File: config.mk
export PLATFORM = sky130hd
export DESIGN_NAME = uart_byte_rx
export DESIGN_NICKNAME = d
export VERILOG_FILES = /design/src/rtl/uart_byte_rx.sv
export SDC_FILE = /design/constraint.sdc
export NUM_CORES = 1
export LEC_CHECK = 0
export CAP_MARGIN = 5
export CORE_UTILIZATION = 35
export CTS_BUF_LIST = sky130_fd_sc_hd__clkbuf_8
export DETAILED_ROUTE_END_ITERATION = 8
export GPL_TIMING_DRIVEN = 1
export SLEW_MARGIN = 30
export SYNTH_ARGS = -nofsm -noshare
export SYNTH_HDL_FRONTEND = slang
export SYNTH_SLANG_ARGS = --single-unit
File: constraint.sdc
create_clock -name clk -period 3.15 [get_ports clk]
set_input_delay 0.63 -clock clk [delete_from_list [all_inputs] [get_ports clk]]
set_output_delay 0.63 -clock clk [all_outputs]
set_load 0.05 [all_outputs]
File: src/rtl/uart_byte_rx.sv
// 8N1 UART receiver: three-flop synchronizer, mid-bit sampling FSM, and
// one-cycle valid / framing-error / break strobes.
module uart_byte_rx #(
  parameter int CLKS_PER_BIT = 16
) (
  input  logic       clk,
  input  logic       reset,
  input  logic       rx,
  output logic [7:0] data,
  output logic       valid,
  output logic       frame_err,
  output logic       break_det,
  output logic       busy
);

  localparam int HALF_BIT = CLKS_PER_BIT / 2;
  localparam int CW       = $clog2(CLKS_PER_BIT);

  typedef enum logic [1:0] {IDLE, START, DATA, STOP} state_t;

  state_t        r_state;
  logic          r_s1, r_s2, r_s3;
  logic [CW-1:0] r_cnt;
  logic [2:0]    r_idx;
  logic [7:0]    r_sh;

  // s3 resets low, so the line must be seen high before a falling edge counts.
  logic w_start_edge;
  assign w_start_edge = !r_s2 && r_s3;

  // NOTE: all state here is sequential, so every assignment is non-blocking;
  // mixing in blocking assignments would make later reads see same-cycle values.
  always_ff @(posedge clk) begin
    if (reset) begin
      r_s1      <= 1'b0;
      r_s2      <= 1'b0;
      r_s3      <= 1'b0;
      r_state   <= IDLE;
      r_cnt     <= '0;
      r_idx     <= '0;
      r_sh      <= '0;
      data      <= '0;
      valid     <= 1'b0;
      frame_err <= 1'b0;
      break_det <= 1'b0;
      busy      <= 1'b0;
    end else begin
      r_s1      <= rx;
      r_s2      <= r_s1;
      r_s3      <= r_s2;
      valid     <= 1'b0;
      frame_err <= 1'b0;
      break_det <= 1'b0;

      case (r_state)
        IDLE: begin
          if (w_start_edge) begin
            r_state <= START;
            r_cnt   <= CW'(HALF_BIT - 1);
            busy    <= 1'b1;
          end
        end

        START: begin
          if (r_cnt == '0) begin
            if (r_s2) begin
              r_state <= IDLE;
              busy    <= 1'b0;
            end else begin
              r_state <= DATA;
              r_cnt   <= CW'(CLKS_PER_BIT - 1);
              r_idx   <= '0;
            end
          end else begin
            r_cnt <= r_cnt - 1'b1;
          end
        end

        DATA: begin
          if (r_cnt == '0) begin
            r_sh  <= {r_s2, r_sh[7:1]};
            r_cnt <= CW'(CLKS_PER_BIT - 1);
            if (r_idx == 3'd7) r_state <= STOP;
            else               r_idx   <= r_idx + 3'd1;
          end else begin
            r_cnt <= r_cnt - 1'b1;
          end
        end

        STOP: begin
          // Returning to IDLE at mid-stop lets a back-to-back start edge be caught.
          if (r_cnt == '0) begin
            r_state <= IDLE;
            busy    <= 1'b0;
            if (r_s2) begin
              data  <= r_sh;
              valid <= 1'b1;
            end else if (r_sh != 8'h00) begin
              frame_err <= 1'b1;
            end else begin
              break_det <= 1'b1;
            end
          end else begin
            r_cnt <= r_cnt - 1'b1;
          end
        end

        default: begin
          r_state <= IDLE;
          busy    <= 1'b0;
        end
      endcase
    end
  end

endmodule

==> run metrics <==
Clock Sinks 32; Seq cells post-synth 32; crit-path max cell delay approximately 0.8 ns; Reg clk slew, reported paths 0.06 ns; top_reg_cell synth dfxtp_1; fmax 0.491 GHz; initial antenna violation count 0; TritonCTS clock tree done; gr ovfl total 0; Post-CTS Hold Fix Bufs 0; setup bufs post-CTS 0; Detail Route Antenna Nets 0; Setup Skew 0.00537 ns; Final nets about 180; Routability Congestion 0.804; Max H-tree Level 2; slew margin rel. around two thirds; Bufs on Longest Clock Path 2; layout cells sized above 1 5.81%; crit end category output pin; Die Footprint ~4200 um2; Pwr Density 557 nW/um2; CP top delay family buffers and inverters; hold slack roughly 0.44 ns; Synth warnings 0; Worst Tran Pin Value around 0.53 ns; register area share after synthesis 46.0%; Row Count 22; # resized after CTS 0; CP Buf/Inv Count 1; DP HPWL 1910 um; top cell type's share of synthesized area 46.0%; crit path cell chain clkdlybuf4s50_1; Antenna diodes 0; syn nets about 170; Worst EP required 2.52 ns; gr usage total 13.9%; Leak 0.683 nW; pin count of the biggest net entering global routing 20; Yosys cell types 33; routed wire length between 2000 and 2500 um; number of global-route vias before repair 1023; Syn Std Cell Area about 1400 um2; # Max-Cap Violations 0; Worst-Skew Late Latency 0.27 ns; status completed; Area Growth Syn to Fin 19.7%; clock buffers created by TritonCTS 5; via count 1091; 1st-iter DRT viols 59; Worst Path Arrival 1.41 ns; top cells by area, synth dfxtp_1 (46%), nand2_1 (7.5%), ha_1 (6.3%); Post-synth EDFFs 0; y dimension of the die about 65 um; Area after DPL 1580 um2; unrepaired setup endpoints after global routing no; Die Wd 65.1 um; Final Cycle Share 64.6%; # port buffers 14; CP Class flop to output pin; Peak VDD IR ~0.24 mV; CP startpoint kind flop; Post-synth ARST share 0%; Core Area about 3700 um2; CP Max Fanout 2; Syn Inst Count 155; min-delay worst type flop to flop; clock root buffer clkbuf_8; final setup fails 0; dominant cell type by area after synthesis dfxtp_1; Remaining DRCs 0; routed vias/inst a little under 5; synthesized area per cell around 9.0 um2; fin area between 1500 and 2000 um2; sum of negative setup slack 0 ns; Boundary Pins 15; wire per inst between 10 and 15 um; Initial DRT Pass Iterations 4; Tmin final 2.04 ns; Initial Util 37.2%; first-pass GRT wire length around 4500 um; CP max-delay cell clkdlybuf4s50_1; Final Max Slew Viols 0; final hold violation count 0
## report_power, final
group / switching, mW / internal [mW]
combinational: 0.108 / 0.0769
clock: 0.130 / 0.171
sequential: 0.0194 / 0.422
## routing by layer
layer	part of all wire, %	GRT usage (%)	wire length [um]
met5	0	0	0
met4	1.8	6.25	45
met3	3.6	4.93	91
met2	46	21.9	1150
met1	48	16.8	1210
## sequential cells by signal, indices dropped and copies added, names as in the netlist, named ones only
| name | count |
|---|---|
| r_s3 | 1 |
| data | 8 |
| r_state | 1 |
| break_det | 1 |
| r_idx | 3 |
| valid | 1 |
| r_sh | 8 |
| r_cnt | 4 |
| r_s2 | 1 |
| frame_err | 1 |
| busy | 1 |
| r_s1 | 1 |
## final timing paths
check                                           start                   end  slack (ns)  depth (start not counted)
worst max register to register  r_cnt[0]$_SDFFE_PP0P_  data[7]$_SDFFE_PP0P_        1.14                          6
worst min-delay path                  r_s1$_SDFF_PP0_       r_s2$_SDFF_PP0_        0.44                          1
worst max-delay path             data[3]$_SDFFE_PP0P_               data[3]        1.11                          1
worst min register to register        r_s1$_SDFF_PP0_       r_s2$_SDFF_PP0_        0.44                          1
## stage by stage
| step | worst slack (ns) | total power [mW] | instances | util [%] |
|---|---|---|---|---|
| 3_5_place_dp | 1.01 | 0.636 | 212 | 42.1 |
| 2_1_floorplan | 1.38 | 0.595 | 155 | - |
| 6_report | 1.11 | 0.928 | 220 | 44.5 |
| 5_1_grt | 0.870 | 0.991 | 220 | 44.5 |
| 4_1_cts | 1.09 | 0.943 | 220 | 44.5 |
| 3_3_place_gp | 1.05 | 0.634 | 212 | 42.1 |
## Yosys cell counts (2+ instances only)
master    count
dfxtp_1      32
nand2_1      28
a21oi_1      16
nor2_1       15
mux2i_1       8
ha_1          7
clkbuf_1      5
inv_1         5
a21o_1        4
a211oi_1      3
nor2b_1       3
o31ai_1       3
and2_1        2
nand2b_1      2
nand3_1       2
nor4_1        2
or2_0         2
## cell type report
type / instances / area, um2
clock buffers: 6 / 82.6
repair buffers: 15 / 148
flip-flops and latches: 32 / 641
fillers: 399 / 2080
clock inverters: 2 / 7.51
inverters: 5 / 18.8
multi-input cells: 112 / 709
well taps: 48 / 60.1
## cells in the final DEF, fill, tap and decap left out, types with 2 or more instances in the layout
cell	n
dfxtp_1	32
nand2_1	28
a21oi_1	16
nor2_1	15
clkdlybuf4s50_1	14
mux2i_1	8
inv_1	7
ha_1	7
clkbuf_8	6
a21o_1	4
a211oi_1	3
o31ai_1	3
nor2b_1	3
and2_1	2
nand3_1	2
nand2b_1	2
or2_0	2
nor4_1	2
## kinds of logic (layout without fill, tap and decap cells)
group | Yosys count | in the layout | share of synthesized area (%)
and+or+nand+nor | 63 | 63 | 22.3
AOI/OAI and AO/OA | 34 | 34 | 16.6
DFF | 32 | 32 | 46.0
muxes | 8 | 8 | 5.75
buffers and inverters | 11 | 28 | 3.05
adders and majority gates | 7 | 7 | 6.29
Power figures use the tool's default switching activity.
